==> src/rtl/alu_share_arbiter.sv <==
// alu_share_arbiter
//   Shares one combinational ALU between two requesters: port 0 is the
//   execute-side helper, port 1 is the CSR unit. One operation is in flight
//   at a time. Grants alternate round-robin when both ports request together.
//
// Handshake rule (both request and response channels): a transfer happens on
//   a rising clk edge where valid && ready are both high. A valid source holds
//   its payload stable until that edge. Ready may depend combinationally on
//   valid; valid never depends on ready.
//
// Ports:
//   clk, rst                 clock, synchronous active-high reset
//   req_valid/req_ready[1:0] per-port request channel
//   req_a/req_b  [2*WIDTH]   operands, port i at [i*WIDTH +: WIDTH]
//   req_op       [2*OPW]     ALU control code, port i at [i*OPW +: OPW]
//   rsp_valid/rsp_ready[1:0] per-port response channel
//   rsp_data     [WIDTH]     shared result, valid for the port with rsp_valid
//   alu_a/alu_b/alu_ctrl     registered drive to the ALU
//   alu_result   [WIDTH]     combinational result from the ALU
//   dbg_state    [1:0]       FSM state (0 IDLE, 1 EXEC, 2 RESP)
module alu_share_arbiter #(
  parameter int WIDTH = 32,
  parameter int OPW   = 4
) (
  input  logic                 clk,
  input  logic                 rst,
  input  logic [1:0]           req_valid,
  output logic [1:0]           req_ready,
  input  logic [2*WIDTH-1:0]   req_a,
  input  logic [2*WIDTH-1:0]   req_b,
  input  logic [2*OPW-1:0]     req_op,
  output logic [1:0]           rsp_valid,
  input  logic [1:0]           rsp_ready,
  output logic [WIDTH-1:0]     rsp_data,
  output logic [WIDTH-1:0]     alu_a,
  output logic [WIDTH-1:0]     alu_b,
  output logic [OPW-1:0]       alu_ctrl,
  input  logic [WIDTH-1:0]     alu_result,
  output logic [1:0]           dbg_state
);

  typedef enum logic [1:0] {
    S_IDLE = 2'd0,
    S_EXEC = 2'd1,
    S_RESP = 2'd2
  } state_t;

  state_t            r_state;
  state_t            w_state_nxt;
  logic              r_last_grant;
  logic              r_gnt;
  logic [WIDTH-1:0]  r_a;
  logic [WIDTH-1:0]  r_b;
  logic [OPW-1:0]    r_op;
  logic [WIDTH-1:0]  r_rsp;

  logic              w_gnt;
  logic              w_accept;
  logic              w_rsp_hs;

  // Round-robin pick: a lone requester wins; on a tie the port that was not
  // served last wins. Reset leaves last_grant = 1 so port 0 goes first.
  always_comb begin
    w_gnt = 1'b0;
    case (req_valid)
      2'b01:   w_gnt = 1'b0;
      2'b10:   w_gnt = 1'b1;
      2'b11:   w_gnt = ~r_last_grant;
      default: w_gnt = 1'b0;
    endcase
  end

  assign w_accept = (r_state == S_IDLE) && (|req_valid) && !rst;
  // Only the granted port's rsp_ready matters; the other is ignored.
  assign w_rsp_hs = (r_state == S_RESP) && rsp_ready[r_gnt];

  // State register
  always_ff @(posedge clk) begin
    if (rst) r_state <= S_IDLE;
    else     r_state <= w_state_nxt;
  end

  // Next-state logic
  always_comb begin
    w_state_nxt = r_state;
    case (r_state)
      S_IDLE:  if (w_accept) w_state_nxt = S_EXEC;
      S_EXEC:  w_state_nxt = S_RESP;
      S_RESP:  if (w_rsp_hs) w_state_nxt = S_IDLE;
      default: w_state_nxt = S_IDLE;
    endcase
  end

  // Output logic
  always_comb begin
    req_ready = 2'b00;
    rsp_valid = 2'b00;
    if (w_accept) req_ready[w_gnt] = 1'b1;
    if ((r_state == S_RESP) && !rst) rsp_valid[r_gnt] = 1'b1;
  end

  // Datapath: operands latch on accept and stay put through EXEC and RESP so
  // the ALU inputs are stable; the result is captured at the end of EXEC.
  always_ff @(posedge clk) begin
    if (rst) begin
      r_a          <= '0;
      r_b          <= '0;
      r_op         <= '0;
      r_rsp        <= '0;
      r_gnt        <= 1'b0;
      r_last_grant <= 1'b1;
    end else begin
      if (w_accept) begin
        r_a   <= w_gnt ? req_a[WIDTH +: WIDTH] : req_a[0 +: WIDTH];
        r_b   <= w_gnt ? req_b[WIDTH +: WIDTH] : req_b[0 +: WIDTH];
        r_op  <= w_gnt ? req_op[OPW +: OPW]    : req_op[0 +: OPW];
        r_gnt <= w_gnt;
      end
      if (r_state == S_EXEC) r_rsp <= alu_result;
      if (w_rsp_hs) r_last_grant <= r_gnt;
    end
  end

  assign alu_a     = r_a;
  assign alu_b     = r_b;
  assign alu_ctrl  = r_op;
  assign rsp_data  = r_rsp;
  assign dbg_state = r_state;

endmodule
==> config.mk <==
export PLATFORM = sky130hd
export DESIGN_NAME = alu_share_arbiter
export DESIGN_NICKNAME = d
export VERILOG_FILES = /design/src/rtl/alu_share_arbiter.sv
export SDC_FILE = /design/constraint.sdc
export NUM_CORES = 1
export LEC_CHECK = 0
export ABC_AREA = 1
export BUFFER_PORTS_ARGS = -buffer_cell sky130_fd_sc_hd__buf_4
export CAP_MARGIN = 10
export CORE_AREA = 4 4 118 109
export CTS_BUF_LIST = sky130_fd_sc_hd__clkbuf_8
export DETAILED_ROUTE_END_ITERATION = 8
export DIE_AREA = 0 0 122 113
export PLACE_DENSITY = 0.75
export SLEW_MARGIN = 40
export SYNTH_ARGS = -nofsm -noshare
export SYNTH_HDL_FRONTEND = slang
export SYNTH_SLANG_ARGS = --single-unit
==> constraint.sdc <==
create_clock -name clk -period 1 [get_ports clk]
set_input_delay 0.2 -clock clk [delete_from_list [all_inputs] [get_ports clk]]
set_output_delay 0.2 -clock clk [all_outputs]
set_load 0.03 [all_outputs]
==> tab_implementation.tex, run 1 <==
\begin{tabular}{lr}
\hline
Metric & Value \\
\hline
\multicolumn{2}{l}{\textbf{Global routing}} \\
\quad Number of global-route vias before repair & 5249 \\
\quad Pin count of the biggest net entering global routing & 36 \\
\quad Overflow left after global routing & 0 \\
\quad Antenna violations before repair & 0 \\
\quad Wire length of the first global-routing pass & 26.1 mm \\
\quad Aggregate global-route resource usage & 23.8\% \\
\multicolumn{2}{l}{\textbf{Final layout}} \\
\quad Antenna diode count & 0 \\
\quad Final \#Nets & 1167 \\
\quad Final instance count without filler cells & 1158 \\
\quad End-of-flow core utilization & 71.7\% \\
\quad Fraction of final layout cells sized beyond drive strength 1 & 50.4\% \\
\quad Leading cell type in the layout, fill and taps excluded & nand2\_1 \\
\quad Signed area change from the synthesized netlist to the final layout & 83.2\% \\
\quad Commonest cells after routing, fill and taps aside & nand2\_1 (272), buf\_4 (226), buf\_6 (88) \\
\multicolumn{2}{l}{\textbf{Synth}} \\
\quad Number of flip-flops and latches in the synthesized netlist & 104 \\
\quad Average instance area after synthesis & 6.66 um\^{}2 \\
\quad Total nets after synthesis & 864 \\
\quad Combined area of all synthesized cells & 0.00459 mm\^{}2 \\
\quad Post-synthesis sequential area ratio & 45.3\% \\
\quad Post-Syn Instances & 690 \\
\quad Post-synth cell types & 19 \\
\quad YS warnings & 0 \\
\multicolumn{2}{l}{\textbf{Floorplan}} \\
\quad Top-Level Pins & 280 \\
\quad Standard cell core area & 0.0117 mm\^{}2 \\
\quad Width of the die & 122 um \\
\quad Starting density of the core & 39.1\% \\
\quad Die area & 0.0138 mm\^{}2 \\
\quad Die height & 113 um \\
\quad Row count & 38 \\
\multicolumn{2}{l}{\textbf{STA}} \\
\quad Minimum hold slack & 73.2 ps \\
\quad Transition time at the pin with the least slew margin & 485 ps \\
\quad Fmax & 0.630 GHz \\
\quad Max-Slew Margin vs Limit & 67.6\% \\
\quad Minimum clock period after layout & 1590 ps \\
\quad Number of setup violations in the final report & 209 \\
\quad TNS Setup & -50300 ps \\
\quad Final clock period utilization by the worst path & 159\% \\
\quad Number of hold-slack violations in the final timing report & 0 \\
\quad Final Max Tran Viols & 0 \\
\quad Clock skew & 11.8 ps \\
\quad Post-route setup slack & -588 ps \\
\quad Unrepaired setup endpoints after global routing & true \\
\multicolumn{2}{l}{\textbf{CTS}} \\
\quad Root cell of the clock tree & clkbuf\_8 \\
\quad \# H-tree levels & 3 \\
\quad Clock slew seen by the registers of the worst setup and hold paths & 100 ps \\
\quad TritonCTS Buffers & 9 \\
\quad Clock tree sinks & 104 \\
\quad Maximum clock path buffer count & 2 \\
\quad Clock tree from TritonCTS & yes \\
\quad Later-pin clock latency in the skew report & 360 ps \\
\quad Total of hold buffers inserted after clock tree synthesis & 0 \\
\multicolumn{2}{l}{\textbf{Critical path}} \\
\quad R2r worst-path depth & 11 \\
\quad Critical path endpoint category & output pin \\
\quad Top cell by count, worst path & inv\_4 \\
\quad Category of cells accounting for the largest share of critical-path delay & flip-flops \\
\quad Critical R2R Launch & dbg\_state[0] \\
\quad Critical path's largest stage delay & 390 ps \\
\quad Reg-to-reg endpoint & alu\_b[5] \\
\quad CP Max Fanout & 3 \\
\quad Type of element launching the critical path & register \\
\quad Timing startpoint of the critical path & dbg\_state[1] \\
\quad Number of buffer and inverter instances along the worst setup path & 4 \\
\quad Cell-by-cell trace of the critical path & buf\_12, inv\_4, nor2\_4, inv\_4, nor3\_4, buf\_6 \\
\quad Critical path destination & rsp\_valid[0] \\
\quad Kind of critical path & register to output pin \\
\quad Worst reg-to-reg setup slack & -570 ps \\
\quad Critical path data arrival time & 1390 ps \\
\quad Critical Path Stages & 6 \\
\quad Data required time of the worst path & 800 ps \\
\quad Slowest-stage cell, CP & dfxtp\_4 \\
\multicolumn{2}{l}{\textbf{Detailed routing}} \\
\quad Wire length per cell after detailed routing & 15.0 um \\
\quad DRC violations left & 0 \\
\quad Wirelength, routed & 17.4 mm \\
\quad Total iterations of the first detailed-routing run & 4 \\
\quad DR vias/cell & 4.81 \\
\quad Vias after detailed routing & 5571 \\
\quad Detailed router's first-iteration violation count & 352 \\
\quad DRT antenna net count & 0 \\
\multicolumn{2}{l}{\textbf{Placed design}} \\
\quad Count of buffers inserted at the top-level ports & 279 \\
\quad Total half-perimeter wirelength after legalization and detailed placement & 11.9 mm \\
\quad Placed cell count & 1112 \\
\quad Routability congestion estimate from global placement & 0.803 \\
\multicolumn{2}{l}{\textbf{Flow run}} \\
\quad Count of max-cap constraint violations & 0 \\
\multicolumn{2}{l}{\textbf{Outcome}} \\
\quad Result of the run & finished, violations left \\
\quad Violated checks & setup timing \\
\multicolumn{2}{l}{\textbf{Power and ir drop}} \\
\quad Worst IR drop on VDD & 0.000724 V \\
\quad Total leakage power & 0.00396 uW \\
\quad PwrDens & 1360 mW/mm\^{}2 \\
\quad Final Power & 11500 uW \\
\multicolumn{2}{l}{\textbf{Worst hold path}} \\
\quad Count of cells along the worst hold path & 3 \\
\quad Worst hold path type & primary input to register \\
\hline
\end{tabular}
## cell usage after synthesis
| library cell | instances | area (um^2) |
|---|---|---|
| a21oi_1 | 70 | 350 |
| buf_1 | 1 | 3.75 |
| buf_2 | 23 | 115 |
| buf_4 | 5 | 37.5 |
| buf_6 | 2 | 22.5 |
| clkbuf_1 | 22 | 82.6 |
| dfxtp_1 | 104 | 2080 |
| inv_1 | 4 | 15.0 |
| inv_2 | 1 | 3.75 |
| inv_4 | 1 | 6.26 |
| nand2_1 | 279 | 1050 |
| nand2_2 | 2 | 12.5 |
| nand3_1 | 69 | 345 |
| nand3_2 | 1 | 10.0 |
| nor2_1 | 68 | 255 |
| nor2_4 | 2 | 22.5 |
| nor3_1 | 2 | 10.0 |
| o211ai_1 | 1 | 7.51 |
| o21ai_0 | 33 | 165 |
## per-stage QoR
step	instance area (um^2)	setup slack (ps)
finish	8420	-588
global route	8420	-646
CTS	8120	-614
detailed placement	7130	-247
global placement	7130	-232
floorplan	4700	-187
## layer usage
layer	global-route usage, %	up-vias	wire length [um]	part of all wire (%)
li1	-	2815	-	-
met1	27.1	2490	6730	39
met2	42.2	236	8690	50
met3	7.85	30	1590	9.1
met4	7.17	0	405	2.3
met5	0	-	0	0
## power breakdown
| part | switching, uW | leakage (uW) | total [uW] | internal, uW |
|---|---|---|---|---|
| clock | 1520 | 0.000102 | 2700 | 1190 |
| combinational | 2040 | 0.00298 | 4030 | 1990 |
| sequential | 221 | 0.000885 | 4740 | 4520 |
| total | 3780 | 0.00396 | 11500 | 7690 |
## registers in the layout, summed over array words and instances, names as in the netlist
| signal | cells |
|---|---|
| alu_b | 32 |
| r_gnt | 1 |
| alu_ctrl | 4 |
| dbg_state | 2 |
| rsp_data | 32 |
| alu_a | 32 |
| r_last_grant | 1 |
## tightest hold or removal path, delay by kind of cell
family          cells  cell delay [ps]
buf+inv             1               70
simple gates        1               70
compound gates      1               70
## cells by family after synthesis
group / after synthesis / synth area share (%)
AOI/OAI and AO/OA: 104 / 11.4
DFF: 104 / 45.3
buffers and inverters: 59 / 6.24
and+or+nand+nor: 423 / 37.1
## worst min path at each step
| stage | from | endpoint | slack, ps |
|---|---|---|---|
| after floorplan | alu_result[22] | rsp_data[22] | 360 |
| after global placement | alu_result[5] | rsp_data[5] | 450 |
| after detailed placement | alu_b[5] | alu_b[5] | 450 |
| after CTS | alu_result[27] | rsp_data[27] | 60 |
| after global routing | alu_result[23] | rsp_data[23] | 60 |
| final | alu_result[26] | rsp_data[26] | 70 |
## area by class of cell
type	count	area, um^2
inverter	6	30.0
multi-input combinational	527	2450
fill	933	3330
tap	160	200
clock buffer	9	124
clock inverter	7	77.6
sequential	104	2190
timing repair buffer	345	3350
## what timing repair did
| item | CTS | global route |
|---|---|---|
| setup buffers | 18 | 5 |
| pin swaps | 7 | 8 |
| endpoints found under the setup margin | 208 | 210 |
| resized for setup | 147 | 90 |
| gates cloned | 8 | 1 |
(Power assumes the default switching activity.)
==> run 2, diff against run 1 <==
Settings changed: GPL_TIMING_DRIVEN set to 0, PLACE_DENSITY 0.75 to 0.79.
==> tab_implementation.tex, run 2 (synthesis gave the netlist of run 1 again) <==
\begin{tabular}{lr}
\hline
Metric & Value \\
\hline
\multicolumn{2}{l}{\textbf{Detailed routing}} \\
\quad Met2 wire len & 11.4 mm \\
\quad Total iterations of the first detailed-routing run & 5 \\
\quad Met3 wirelength from detailed routing & 2.28 mm \\
\quad Wl on met1 & 7.85 mm \\
\quad DR vias/cell & 5.19 \\
\quad Detailed router's first-iteration violation count & 566 \\
\quad DRC violations left & 0 \\
\quad DRT antenna net count & 0 \\
\quad Wirelength, routed & 22.6 mm \\
\quad Wire length per cell after detailed routing & 18.5 um \\
\quad Vias after detailed routing & 6332 \\
\quad Highest metal layer with signal wires & met4 \\
\multicolumn{2}{l}{\textbf{Global routing}} \\
\quad Pin count of the biggest net entering global routing & 21 \\
\quad Antenna violations before repair & 0 \\
\quad Aggregate global-route resource usage & 26.7\% \\
\quad Number of global-route vias before repair & 5763 \\
\quad Overflow left after global routing & 0 \\
\quad Wire length of the first global-routing pass & 28.9 mm \\
\multicolumn{2}{l}{\textbf{Critical path}} \\
\quad Slowest-stage cell, CP & dfxtp\_4 \\
\quad Critical path's largest stage delay & 370 ps \\
\quad Critical R2R Launch & dbg\_state[1] \\
\quad Cell-by-cell trace of the critical path & nor2\_4, nand3\_4, buf\_8, a21oi\_4, buf\_6 \\
\quad Data required time of the worst path & 800 ps \\
\quad Type of element launching the critical path & register \\
\quad Critical path endpoint category & output pin \\
\quad Timing startpoint of the critical path & dbg\_state[1] \\
\quad Number of buffer and inverter instances along the worst setup path & 2 \\
\quad CP Max Fanout & 4 \\
\quad Category of cells accounting for the largest share of critical-path delay & flip-flops \\
\quad Kind of critical path & register to output pin \\
\quad Critical path data arrival time & 1420 ps \\
\multicolumn{2}{l}{\textbf{Final layout}} \\
\quad Final instance count without filler cells & 1219 \\
\quad Layout filler cell count & 771 \\
\quad End-of-flow core utilization & 79.0\% \\
\quad Commonest cells after routing, fill and taps aside & nand2\_1 (270), buf\_4 (229), buf\_6 (116) \\
\quad Fraction of final layout cells sized beyond drive strength 1 & 59.6\% \\
\quad Final \#Nets & 1228 \\
\quad Leading cell type in the layout, fill and taps excluded & nand2\_1 \\
\quad Antenna diode count & 0 \\
\quad Signed area change from the synthesized netlist to the final layout & 102\% \\
\quad Cell area after layout & 0.00928 mm\^{}2 \\
\multicolumn{2}{l}{\textbf{Floorplan}} \\
\quad Die height & 113 um \\
\quad Die area & 0.0138 mm\^{}2 \\
\quad Standard cell core area & 0.0117 mm\^{}2 \\
\quad Row count & 38 \\
\quad Top-Level Pins & 280 \\
\quad Starting density of the core & 39.1\% \\
\quad Width of the die & 122 um \\
\multicolumn{2}{l}{\textbf{STA}} \\
\quad Max-Slew Margin vs Limit & 49.8\% \\
\quad Number of hold-slack violations in the final timing report & 0 \\
\quad Minimum clock period after layout & 1620 ps \\
\quad Post-route setup slack & -621 ps \\
\quad TNS Setup & -44960 ps \\
\quad Final Max Tran Viols & 0 \\
\quad Clock skew & 19.1 ps \\
\quad Fmax & 0.617 GHz \\
\quad Final clock period utilization by the worst path & 162\% \\
\quad Number of setup violations in the final report & 209 \\
\quad Transition time at the pin with the least slew margin & 753 ps \\
\quad Unrepaired setup endpoints after global routing & true \\
\multicolumn{2}{l}{\textbf{CTS}} \\
\quad Clock slew seen by the registers of the worst setup and hold paths & 130 ps \\
\quad Later-pin clock latency in the skew report & 400 ps \\
\quad Total of hold buffers inserted after clock tree synthesis & 0 \\
\quad \# H-tree levels & 3 \\
\quad TritonCTS Buffers & 9 \\
\quad Maximum clock path buffer count & 2 \\
\quad Clock tree from TritonCTS & yes \\
\quad Clock tree sinks & 104 \\
\quad Root cell of the clock tree & clkbuf\_8 \\
\multicolumn{2}{l}{\textbf{Placed design}} \\
\quad Area after DPL & 0.00698 mm\^{}2 \\
\quad Count of buffers inserted at the top-level ports & 277 \\
\quad Total half-perimeter wirelength after legalization and detailed placement & 12.9 mm \\
\quad Routability congestion estimate from global placement & 0.858 \\
\quad Placed cell count & 1127 \\
\multicolumn{2}{l}{\textbf{Outcome}} \\
\quad Violated checks & setup timing \\
\quad Result of the run & finished, violations left \\
\multicolumn{2}{l}{\textbf{Power and ir drop}} \\
\quad Final Power & 12300 uW \\
\quad Reg power frac & 39.3\% \\
\quad Proportion of power drawn by combinational gates & 38.9\% \\
\quad Switching share of power & 36.1\% \\
\quad Worst IR drop on VDD & 0.00102 V \\
\quad Total leakage power & 0.00432 uW \\
\quad PwrDens & 1320 mW/mm\^{}2 \\
\quad Net Sw Power & 4430 uW \\
\quad Share of power burned in the clock network & 21.8\% \\
\quad Cell Int Power & 7850 uW \\
\multicolumn{2}{l}{\textbf{Worst hold path}} \\
\quad Hold Crit Start & alu\_result[26] \\
\quad Worst hold path type & primary input to register \\
\multicolumn{2}{l}{\textbf{Flow run}} \\
\quad Count of max-cap constraint violations & 0 \\
\hline
\end{tabular}
## run 2: cell types whose count changed in the layout (fill, tap and decap cells not counted), sizes merged
cell | previous run | this run
bufinv | 1 | 0
clkbuf | 10 | 36
buf | 343 | 379
clkinvlp | 1 | 0
inv | 9 | 8
bufbuf | 1 | 0
clkinv | 2 | 5
## run 2: repair_timing
item                                   4_1_cts  5_1_grt
endpoints found under the hold margin        0        0
setup endpoints to repair                  207      210
buffers inserted                            30       39
gates resized for setup                    316      154
cloned                                       4        8
pin swaps                                   13       19
## run 2: final timing paths
| path | to | slack [ps] | cells after the start |
|---|---|---|---|
| setup / recovery | req_ready[0] | -620 | 5 |
| setup reg to reg | alu_a[3] | -450 | 8 |
| hold / removal | rsp_data[26] | 50 | 3 |
| hold reg to reg | alu_b[5] | 480 | 2 |
## run 2: tightest hold or removal path: stages
cell and delay, ps:
buf_4 90, o21ai_2 60, nor2_1 70
## run 2: metrics by stage
| step | hold WS [ps] | setup WS (ps) |
|---|---|---|
| finish | 51.1 | -621 |
| detailed placement | 455 | -521 |
| floorplan | 365 | -187 |
| global placement | 449 | -492 |
| global route | 43.0 | -691 |
| CTS | 30.0 | -625 |
## run 2: layout make-up
class	instances	area (um^2)	share of cell area (%)
plain buffers	48	398	4.29
clock buffers	9	124	1.33
clock inverters	7	73.8	0.795
inverters	6	40.0	0.431
multi-input cells	527	2810	30.3
flip-flops and latches	104	2240	24.2
well taps	160	200	2.16
repair buffers	358	3390	36.5
## run 2: per-layer routing
layer  global-route usage (%)  vias up
met5                        0        -
li1                         -     2942
met1                     29.4     2940
met2                     46.8      357
met4                     10.1        0
met3                     9.70       93
## run 2: power by group through the flow
| stage | sequential [uW] | combinational, uW | clock (uW) |
|---|---|---|---|
| 6_report | 4820 | 4780 | 2680 |
| 5_1_grt | 4850 | 5070 | 2880 |
| 4_1_cts | 4770 | 3880 | 2660 |
| 3_5_place_dp | 4760 | 3160 | 0 |
| 3_3_place_gp | 4740 | 3140 | 0 |
| 2_1_floorplan | 5360 | 1160 | 0 |
==> run 3, diff against run 2 <==
Settings changed: SKIP_LAST_GASP set to 1.
==> tab_implementation.tex, run 3 (synthesis gave the netlist of run 1 again) <==
\begin{tabular}{lr}
\hline
Metric & Value \\
\hline
\multicolumn{2}{l}{\textbf{Global routing}} \\
\quad Aggregate global-route resource usage & 26.5\% \\
\quad Overflow left after global routing & 0 \\
\quad Pin count of the biggest net entering global routing & 21 \\
\quad Wire length of the first global-routing pass & 28.7 mm \\
\quad Number of global-route vias before repair & 5742 \\
\quad Antenna violations before repair & 0 \\
\multicolumn{2}{l}{\textbf{Worst hold path}} \\
\quad Worst hold path type & primary input to register \\
\multicolumn{2}{l}{\textbf{Detailed routing}} \\
\quad DRT antenna net count & 0 \\
\quad Wire length per cell after detailed routing & 17.8 um \\
\quad Wl on met1 & 7.76 mm \\
\quad Met3 wirelength from detailed routing & 2.06 mm \\
\quad Highest metal layer with signal wires & met4 \\
\quad DR vias/cell & 5.10 \\
\quad Total iterations of the first detailed-routing run & 7 \\
\quad Wirelength, routed & 21.7 mm \\
\quad Vias after detailed routing & 6236 \\
\quad DRC violations left & 0 \\
\quad Detailed router's first-iteration violation count & 450 \\
\quad Met2 wire len & 11.0 mm \\
\multicolumn{2}{l}{\textbf{Floorplan}} \\
\quad Starting density of the core & 39.1\% \\
\quad Row count & 38 \\
\quad Die area & 0.0138 mm\^{}2 \\
\quad Die height & 113 um \\
\quad Standard cell core area & 0.0117 mm\^{}2 \\
\quad Top-Level Pins & 280 \\
\quad Width of the die & 122 um \\
\multicolumn{2}{l}{\textbf{Power and ir drop}} \\
\quad Switching share of power & 35.5\% \\
\quad Proportion of power drawn by combinational gates & 38.4\% \\
\quad PwrDens & 1320 mW/mm\^{}2 \\
\quad Net Sw Power & 4310 uW \\
\quad Share of power burned in the clock network & 21.9\% \\
\quad Reg power frac & 39.7\% \\
\quad Worst IR drop on VDD & 0.00101 V \\
\quad Total leakage power & 0.00431 uW \\
\quad Cell Int Power & 7810 uW \\
\multicolumn{2}{l}{\textbf{CTS}} \\
\quad Clock slew seen by the registers of the worst setup and hold paths & 110 ps \\
\quad Maximum clock path buffer count & 2 \\
\quad TritonCTS Buffers & 9 \\
\quad Later-pin clock latency in the skew report & 390 ps \\
\quad Clock tree sinks & 104 \\
\quad Clock tree from TritonCTS & yes \\
\quad Root cell of the clock tree & clkbuf\_8 \\
\quad Total of hold buffers inserted after clock tree synthesis & 0 \\
\quad \# H-tree levels & 3 \\
\multicolumn{2}{l}{\textbf{Critical path}} \\
\quad Worst reg-to-reg setup slack & -450 ps \\
\quad Critical path endpoint category & output pin \\
\quad Data required time of the worst path & 800 ps \\
\quad CP Max Fanout & 4 \\
\quad Type of element launching the critical path & register \\
\quad Kind of critical path & register to output pin \\
\quad Critical path data arrival time & 1410 ps \\
\multicolumn{2}{l}{\textbf{STA}} \\
\quad Final Max Tran Viols & 0 \\
\quad Transition time at the pin with the least slew margin & 707 ps \\
\quad Max-Slew Margin vs Limit & 52.9\% \\
\quad Number of setup violations in the final report & 209 \\
\quad Unrepaired setup endpoints after global routing & true \\
\quad Final clock period utilization by the worst path & 161\% \\
\quad Fmax & 0.620 GHz \\
\quad Number of hold-slack violations in the final timing report & 0 \\
\quad Minimum hold slack & 58.4 ps \\
\quad Minimum clock period after layout & 1610 ps \\
\quad Clock skew & 18.4 ps \\
\quad Post-route setup slack & -614 ps \\
\multicolumn{2}{l}{\textbf{Placed design}} \\
\quad Count of buffers inserted at the top-level ports & 277 \\
\quad Worst setup slack before clock tree synthesis & -521 ps \\
\quad Total half-perimeter wirelength after legalization and detailed placement & 12.9 mm \\
\quad Routability congestion estimate from global placement & 0.858 \\
\multicolumn{2}{l}{\textbf{Final layout}} \\
\quad Area of combinational cells with multiple inputs & 0.00269 mm\^{}2 \\
\quad Leading cell type in the layout, fill and taps excluded & nand2\_1 \\
\quad Layout filler cell count & 814 \\
\quad Register area & 0.00223 mm\^{}2 \\
\quad Final \#Nets & 1231 \\
\quad Fraction of final layout cells sized beyond drive strength 1 & 57.9\% \\
\quad Commonest cells after routing, fill and taps aside & nand2\_1 (274), buf\_4 (230), buf\_6 (118) \\
\quad Signed area change from the synthesized netlist to the final layout & 99.5\% \\
\quad Antenna diode count & 0 \\
\quad End-of-flow core utilization & 78.1\% \\
\multicolumn{2}{l}{\textbf{Outcome}} \\
\quad Violated checks & setup timing \\
\quad Result of the run & finished, violations left \\
\multicolumn{2}{l}{\textbf{Flow run}} \\
\quad Count of max-cap constraint violations & 0 \\
\hline
\end{tabular}
[run 3: path summary, 6_finish.rpt]
kind	endpoint	startpoint	cells after the start
worst max-delay path	req_ready[0]	dbg_state[1]	5
worst min-delay path	rsp_data[30]	alu_result[30]	3
worst max register to register	alu_a[3]	dbg_state[1]	8
worst min register to register	alu_b[5]	alu_b[5]	2
[run 3: worst max-delay path: stages, from the launching register on]
cell,delay (ps)
dfxtp_4,370
nor2_4,140
nand3_4,110
buf_8,140
a21oi_4,120
buf_6,150
[run 3: per-stage QoR]
stage                     setup TNS, ps  total power (uW)  cell area, um^2  cells
after floorplan                  -13280              6520             4700    690
after global placement           -33780              7880             6980   1127
after detailed placement         -35290              7920             6980   1127
after CTS                        -36480             11300             8320   1177
after global routing             -56820             12700             9170   1222
final                            -44370             12100             9170   1222
[run 3: final cells by class]
| cell class | count | share of cell area (%) |
|---|---|---|
| Inverter | 6 | 0.437 |
| Timing Repair Buffer | 359 | 36.9 |
| Multi-Input combinational cell | 527 | 29.3 |
| Tap cell | 160 | 2.18 |
| Clock buffer | 9 | 1.35 |
| Sequential cell | 104 | 24.4 |
| Buffer | 50 | 4.63 |
| Clock inverter | 7 | 0.805 |
[run 3: timing repair]
item | 4_1_cts | 5_1_grt
gates cloned | 4 | 8
pin swaps | 13 | 18
gates resized for setup | 307 | 124
hold endpoints to repair | 0 | 0
buffers inserted | 30 | 41
endpoints found under the setup margin | 207 | 210
[run 3: power groups by stage]
stage	combinational (uW)	sequential, uW	clock, uW
3_5_place_dp	3160	4760	0
2_1_floorplan	1160	5360	0
5_1_grt	4940	4840	2880
3_3_place_gp	3140	4740	0
4_1_cts	3860	4770	2660
6_report	4660	4810	2650
[run 3: metal layers]
layer / global-route usage, % / vias to the layer above
li1: - / 2946
met1: 29.5 / 2894
met2: 46.9 / 326
met3: 9.35 / 70
met4: 8.96 / 0
met5: 0 / -
